`src/rtl/quad_gen.sv`:
```
// rtl/quad_gen.sv - quadrature encoder signal generator driven by step commands
//
// Turns a (steps, direction, period) command into A/B quadrature edges and
// keeps a wrapping position count that a downstream quadrature decoder
// should reproduce exactly.
//
// Ports:
//   clk, rst_n    clock (rising edge), asynchronous active-low reset
//   cmd_valid     command offered
//   cmd_ready     command can be accepted (IDLE and no abort)
//   cmd_steps     number of quadrature steps to issue
//   cmd_dir       1 = forward (A leads B), 0 = reverse
//   cmd_period    clk cycles per step, 0 behaves as 1
//   abort         stop the running command
//   quadA, quadB  registered quadrature outputs
//   busy          high while a command is running
//   done          one-cycle pulse on completion or abort
//   position      registered wrapping step position
module quad_gen #(
  parameter int CNT_W = 16,
  parameter int DIV_W = 16,
  parameter int POS_W = 8
) (
  input  logic             clk,
  input  logic             rst_n,
  input  logic             cmd_valid,
  output logic             cmd_ready,
  input  logic [CNT_W-1:0] cmd_steps,
  input  logic             cmd_dir,
  input  logic [DIV_W-1:0] cmd_period,
  input  logic             abort,
  output logic             quadA,
  output logic             quadB,
  output logic             busy,
  output logic             done,
  output logic [POS_W-1:0] position
);

  localparam logic [0:0] IDLE = 1'b0;
  localparam logic [0:0] RUN  = 1'b1;

  localparam logic [DIV_W-1:0] DIV_ONE = DIV_W'(1);
  localparam logic [CNT_W-1:0] CNT_ONE = CNT_W'(1);
  localparam logic [POS_W-1:0] POS_ONE = POS_W'(1);

  logic [0:0]       state;
  logic [CNT_W-1:0] remaining;
  logic [DIV_W-1:0] divider;
  logic [DIV_W-1:0] period_q;
  logic             dir_q;

  logic [DIV_W-1:0] eff_period;
  logic             accept;
  logic             toggle_a;

  assign cmd_ready  = (state == IDLE) && !abort;
  assign busy       = (state == RUN);
  assign accept     = cmd_valid && cmd_ready;
  assign eff_period = (cmd_period == '0) ? DIV_ONE : cmd_period;

  // Sequence 00 -> 10 -> 11 -> 01 forward: when A equals B the forward step
  // toggles A, otherwise B. Reverse is the mirror image.
  assign toggle_a = ((quadA == quadB) == dir_q);

  always_ff @(posedge clk or negedge rst_n) begin
    if (!rst_n) begin
      state     <= IDLE;
      remaining <= '0;
      divider   <= '0;
      period_q  <= DIV_ONE;
      dir_q     <= 1'b1;
      quadA     <= 1'b0;
      quadB     <= 1'b0;
      position  <= '0;
      done      <= 1'b0;
    end else begin
      done <= 1'b0;
      case (state)
        IDLE: begin
          if (accept) begin
            if (cmd_steps == '0) begin
              done <= 1'b1;
            end else begin
              state     <= RUN;
              divider   <= eff_period - DIV_ONE;
              remaining <= cmd_steps;
              period_q  <= eff_period;
              dir_q     <= cmd_dir;
            end
          end
        end
        RUN: begin
          if (abort) begin
            // Abort beats a step scheduled on the same edge.
            state     <= IDLE;
            remaining <= '0;
            divider   <= '0;
            done      <= 1'b1;
          end else if (divider == '0) begin
            if (remaining != '0) begin
              if (toggle_a) quadA <= ~quadA;
              else          quadB <= ~quadB;
              position  <= dir_q ? (position + POS_ONE) : (position - POS_ONE);
              remaining <= remaining - CNT_ONE;
              divider   <= period_q - DIV_ONE;
              if (remaining == CNT_ONE) begin
                state <= IDLE;
                done  <= 1'b1;
              end
            end else begin
              state <= IDLE;
            end
          end else begin
            divider <= divider - DIV_ONE;
          end
        end
        default: state <= IDLE;
      endcase
    end
  end

endmodule

```
`config.mk`:
```
export PLATFORM = sky130hd
export DESIGN_NAME = quad_gen
export DESIGN_NICKNAME = d
export VERILOG_FILES = /design/src/rtl/quad_gen.sv
export SDC_FILE = /design/constraint.sdc
export NUM_CORES = 1
export LEC_CHECK = 0
export BUFFER_PORTS_ARGS = -buffer_cell sky130_fd_sc_hd__clkbuf_2
export CORE_ASPECT_RATIO = 0.7
export CORE_MARGIN = 2
export CORE_UTILIZATION = 30
export CTS_CLUSTER_SIZE = 14
export DETAILED_ROUTE_END_ITERATION = 7
export PLACE_DENSITY = 0.53
export SLEW_MARGIN = 20
export SYNTH_ARGS = -nofsm -noshare
export SYNTH_HDL_FRONTEND = slang
export SYNTH_SLANG_ARGS = --single-unit
```
`constraint.sdc`:
```
create_clock -name clk -period 2.8 [get_ports clk]
set_input_delay 0.14 -clock clk [delete_from_list [all_inputs] [get_ports clk]]
set_output_delay 0.14 -clock clk [all_outputs]
set_load 0.05 [all_outputs]
```
==> results.py <==
metrics = {
    "run_status": {
        "status": "finished clean",
    },
    "place": {
        "placed_cell_area_um2": 5010,
        "gp_congestion": 0.913,
        "hpwl_um": 10300,
        "placedCellCount": 772,
        "numPortBuffers": 49,
    },
    "pwr": {
        "peakVddDrop_mv": 0.342,
        "p_seq_frac": 0.329,
        "p_clk_frac": 0.329,
        "p_int_mw": 2.36,
        "power_density_nw_per_um2": 691,
        "finalPower_mw": 3.72,
        "p_leak_nw": 2.37,
        "power_switching_share": 0.365,
        "p_sw_mw": 1.36,
        "combinationalPowerShare": 0.342,
    },
    "sta": {
        "period_needed_ns": 2.73,
        "timing.hold.ws_ns": 0.0190,
        "final_max_slew_viol_count": 0,
        "finalSetupViolCount": 0,
        "max_freq_mhz": 367,
        "final.period_utilization": 0.974,
        "clock_skew_ns": 0.0116,
        "hold_viol": 0,
        "grt_setup_unrepaired": "yes",
        "slew_headroom": 0.538,
        "worst_pin_slew_ns": 0.687,
    },
    "hold_path": {
        "min_delay_worst_endpoint": "dir_q",
        "holdPathStages": 3,
        "min_from": "cmd_dir",
        "hold_class": "in2reg",
    },
    "layout": {
        "diodes": 0,
        "nNetsFinal": 650,
        "final_cell_count_no_fill": 792,
        "drive_gt1_frac": 0.259,
        "final_cell_area_um2": 5390,
        "utilization": 0.406,
        "synthToLayoutAreaGrowth_pct": 31.0,
    },
    "floorplan": {
        "dieArea_um2": 14700,
        "rows": 35,
        "die_x_um": 144,
        "fp.dieH_um": 102,
        "core_region_area_um2": 13300,
        "ios": 50,
        "start_util": 0.310,
    },
    "detailed_routing": {
        "drtPass1Iterations": 5,
        "vias": 4317,
        "avgRoutedWirePerCell_um": 17.5,
        "route.detailed.drc": 0,
        "drt-total-wl_um": 13900,
        "vias_per_cell": 5.45,
        "ant_nets": 0,
        "first_iter_violations": 389,
    },
    "setup_path": {
        "arrival_ns": 2.94,
        "end_kind": "flip-flop",
        "r2r_end": "divider[14]",
        "worstReg2RegStart": "divider[3]",
        "rrSetupSlack_ns": 0.07,
        "max_stage_delay_ns": 0.57,
        "critical_path_required_ns": 3.01,
        "cp-start-kind": "flip-flop",
        "path_class": "reg2reg",
        "crit_chain": "or4_4 -> nor4_4 -> buf_4 -> mux2_2 -> and4b_1 -> mux2i_1 -> a211o_1",
        "worst-path-max-fanout": 14,
        "slowest_stage": "or4_4",
        "reg2reg_depth": 7,
    },
    "synthesis": {
        "syn_nets": 547,
        "synth.ff_latch_count": 61,
        "syn_inst": 499,
        "synthArstFlopShare": 1.00,
        "synth_seq_area_share": 0.372,
        "synth_area_um2": 4110,
        "ys_warn_count": 0,
        "syn_avg_cell_area_um2": 8.24,
        "ys.flop_type": "dfrtp_1",
        "synth.distinct_cells": 66,
        "synth-edff-count": 0,
    },
    "clocking": {
        "cts_root_buffer": "clkbuf_16",
        "cts-buffers-inserted": 9,
        "clockBufferDepth": 2,
        "path_clk_slew_ns": 0.06,
        "clock_sinks": 61,
        "clk-insertion-delay-late_ns": 0.34,
        "htreeDepth": 3,
        "cts_tree": "built",
    },
    "global_route": {
        "grt_overflow": 0,
        "antenna_found_initial": 0,
        "grt_pass1_vias": 4035,
        "grt_use_total": 0.196,
        "grt_pass1_wl_um": 21900,
        "grt_max_degree": 62,
    },
    "flow_run": {
        "drv_cap": 0,
    },
}
worst max-delay path by stage:
stage	start	end	slack (ns)	cells after the start
after floorplan	divider[9]	divider[10]	-0.008	11
after global placement	divider[14]	divider[5]	0.03	7
after detailed placement	cmd_period[6]	divider[12]	0.07	11
after CTS	divider[3]	divider[14]	0.06	7
after global routing	divider[3]	divider[14]	-0.006	7
final	divider[3]	divider[14]	0.07	7
timing repair:
action,4_1_cts,5_1_grt
setup buffers,0,3
gates resized for setup,0,4
hold endpoints to repair,59,0
hold buffers,1,0
endpoints found under the setup margin,0,13
logic make-up after synthesis:
group           share of synthesized area
xor+xnor                           0.0469
simple gates                        0.240
compound gates                      0.236
mux                                0.0326
fa+ha+maj                          0.0353
flops                               0.372
buf+inv                            0.0377
flip-flops by register name (all words and copies together) (netlist names):
signal     cells
busy           1
dir_q          1
divider       16
done           1
period_q      16
position       8
quadA          1
quadB          1
remaining     16
placed cells by master (no fill, tap or decap), types with 4 or more instances in the layout:
master and count:
nor4_1 15, nor2b_1 4, nand3_1 7, clkbuf_16 9, nor2_1 53, nand2_1 71
a2bb2oi_1 5, o21ai_0 49, or3_1 4, buf_4 66, xor2_1 10, a22oi_1 10
mux2i_1 10, a21oi_1 29, nor3_1 19, xnor2_1 12, and2_1 4, or4_1 4
inv_1 13, a31oi_1 4, ha_1 9, dfrtp_1 59, o211ai_1 6, clkbuf_2 49
cell type report:
type,count,area [um^2]
Tap cell,185,231
Multi-Input combinational cell,400,2480
Fill cell,1366,7880
Inverter,13,48.8
Timing Repair Buffer,117,771
Clock buffer,9,225
Clock inverter,7,100
Sequential cell,61,1530
metal layers:
metal  track usage  routed length [um]
met5             0                   0
met4        0.0588                 204
met3        0.0464                1140
met2         0.268                5590
met1         0.301                6920
power groups by stage:
stage / clock network (mW) / logic, mW / registers [mW]
global route: 1.29 / 1.40 / 1.25
detailed placement: 0 / 1.22 / 1.23
CTS: 1.25 / 1.23 / 1.22
global placement: 0 / 1.21 / 1.22
floorplan: 0 / 0.716 / 1.24
finish: 1.22 / 1.27 / 1.22
synth_stat cells, types with 4 or more instances:
cell type  instances  area [um^2]
nand2_1           72          270
dfrtp_1           59         1480
nor2_1            53          199
o21ai_0           49          245
a21oi_1           32          160
nor3_1            20          100
clkbuf_1          18         67.6
nor4_1            16          100
inv_1             13         48.8
xnor2_1           12          105
a22oi_1           10         75.1
ha_1              10          125
mux2i_1           10          100
xor2_1            10         87.6
nand3_1            7         35.0
or4_1              7         52.6
o211ai_1           6         45.0
a2bb2oi_1          5         43.8
nor2b_1            5         31.3
a31oi_1            4         25.0
and2_1             4         25.0
buf_2              4         20.0
or3_1              4         25.0
critical path: cells and delay by family (launching register included):
kind | cells | cell delay (ns)
simple gates | 3 | 1.17
mux | 2 | 0.53
buf+inv | 1 | 0.27
flops | 1 | 0.38
compound gates | 1 | 0.24
metrics by stage:
| stage | setup slack [ns] | TNS, ns |
|---|---|---|
| floorplan | -0.00794 | -0.00794 |
| global route | -0.00625 | -0.00681 |
| global placement | 0.0293 | 0 |
| finish | 0.0731 | 0 |
| detailed placement | 0.0703 | 0 |
| CTS | 0.0559 | 0 |
Note: power is estimated with default switching activity, not from simulation.
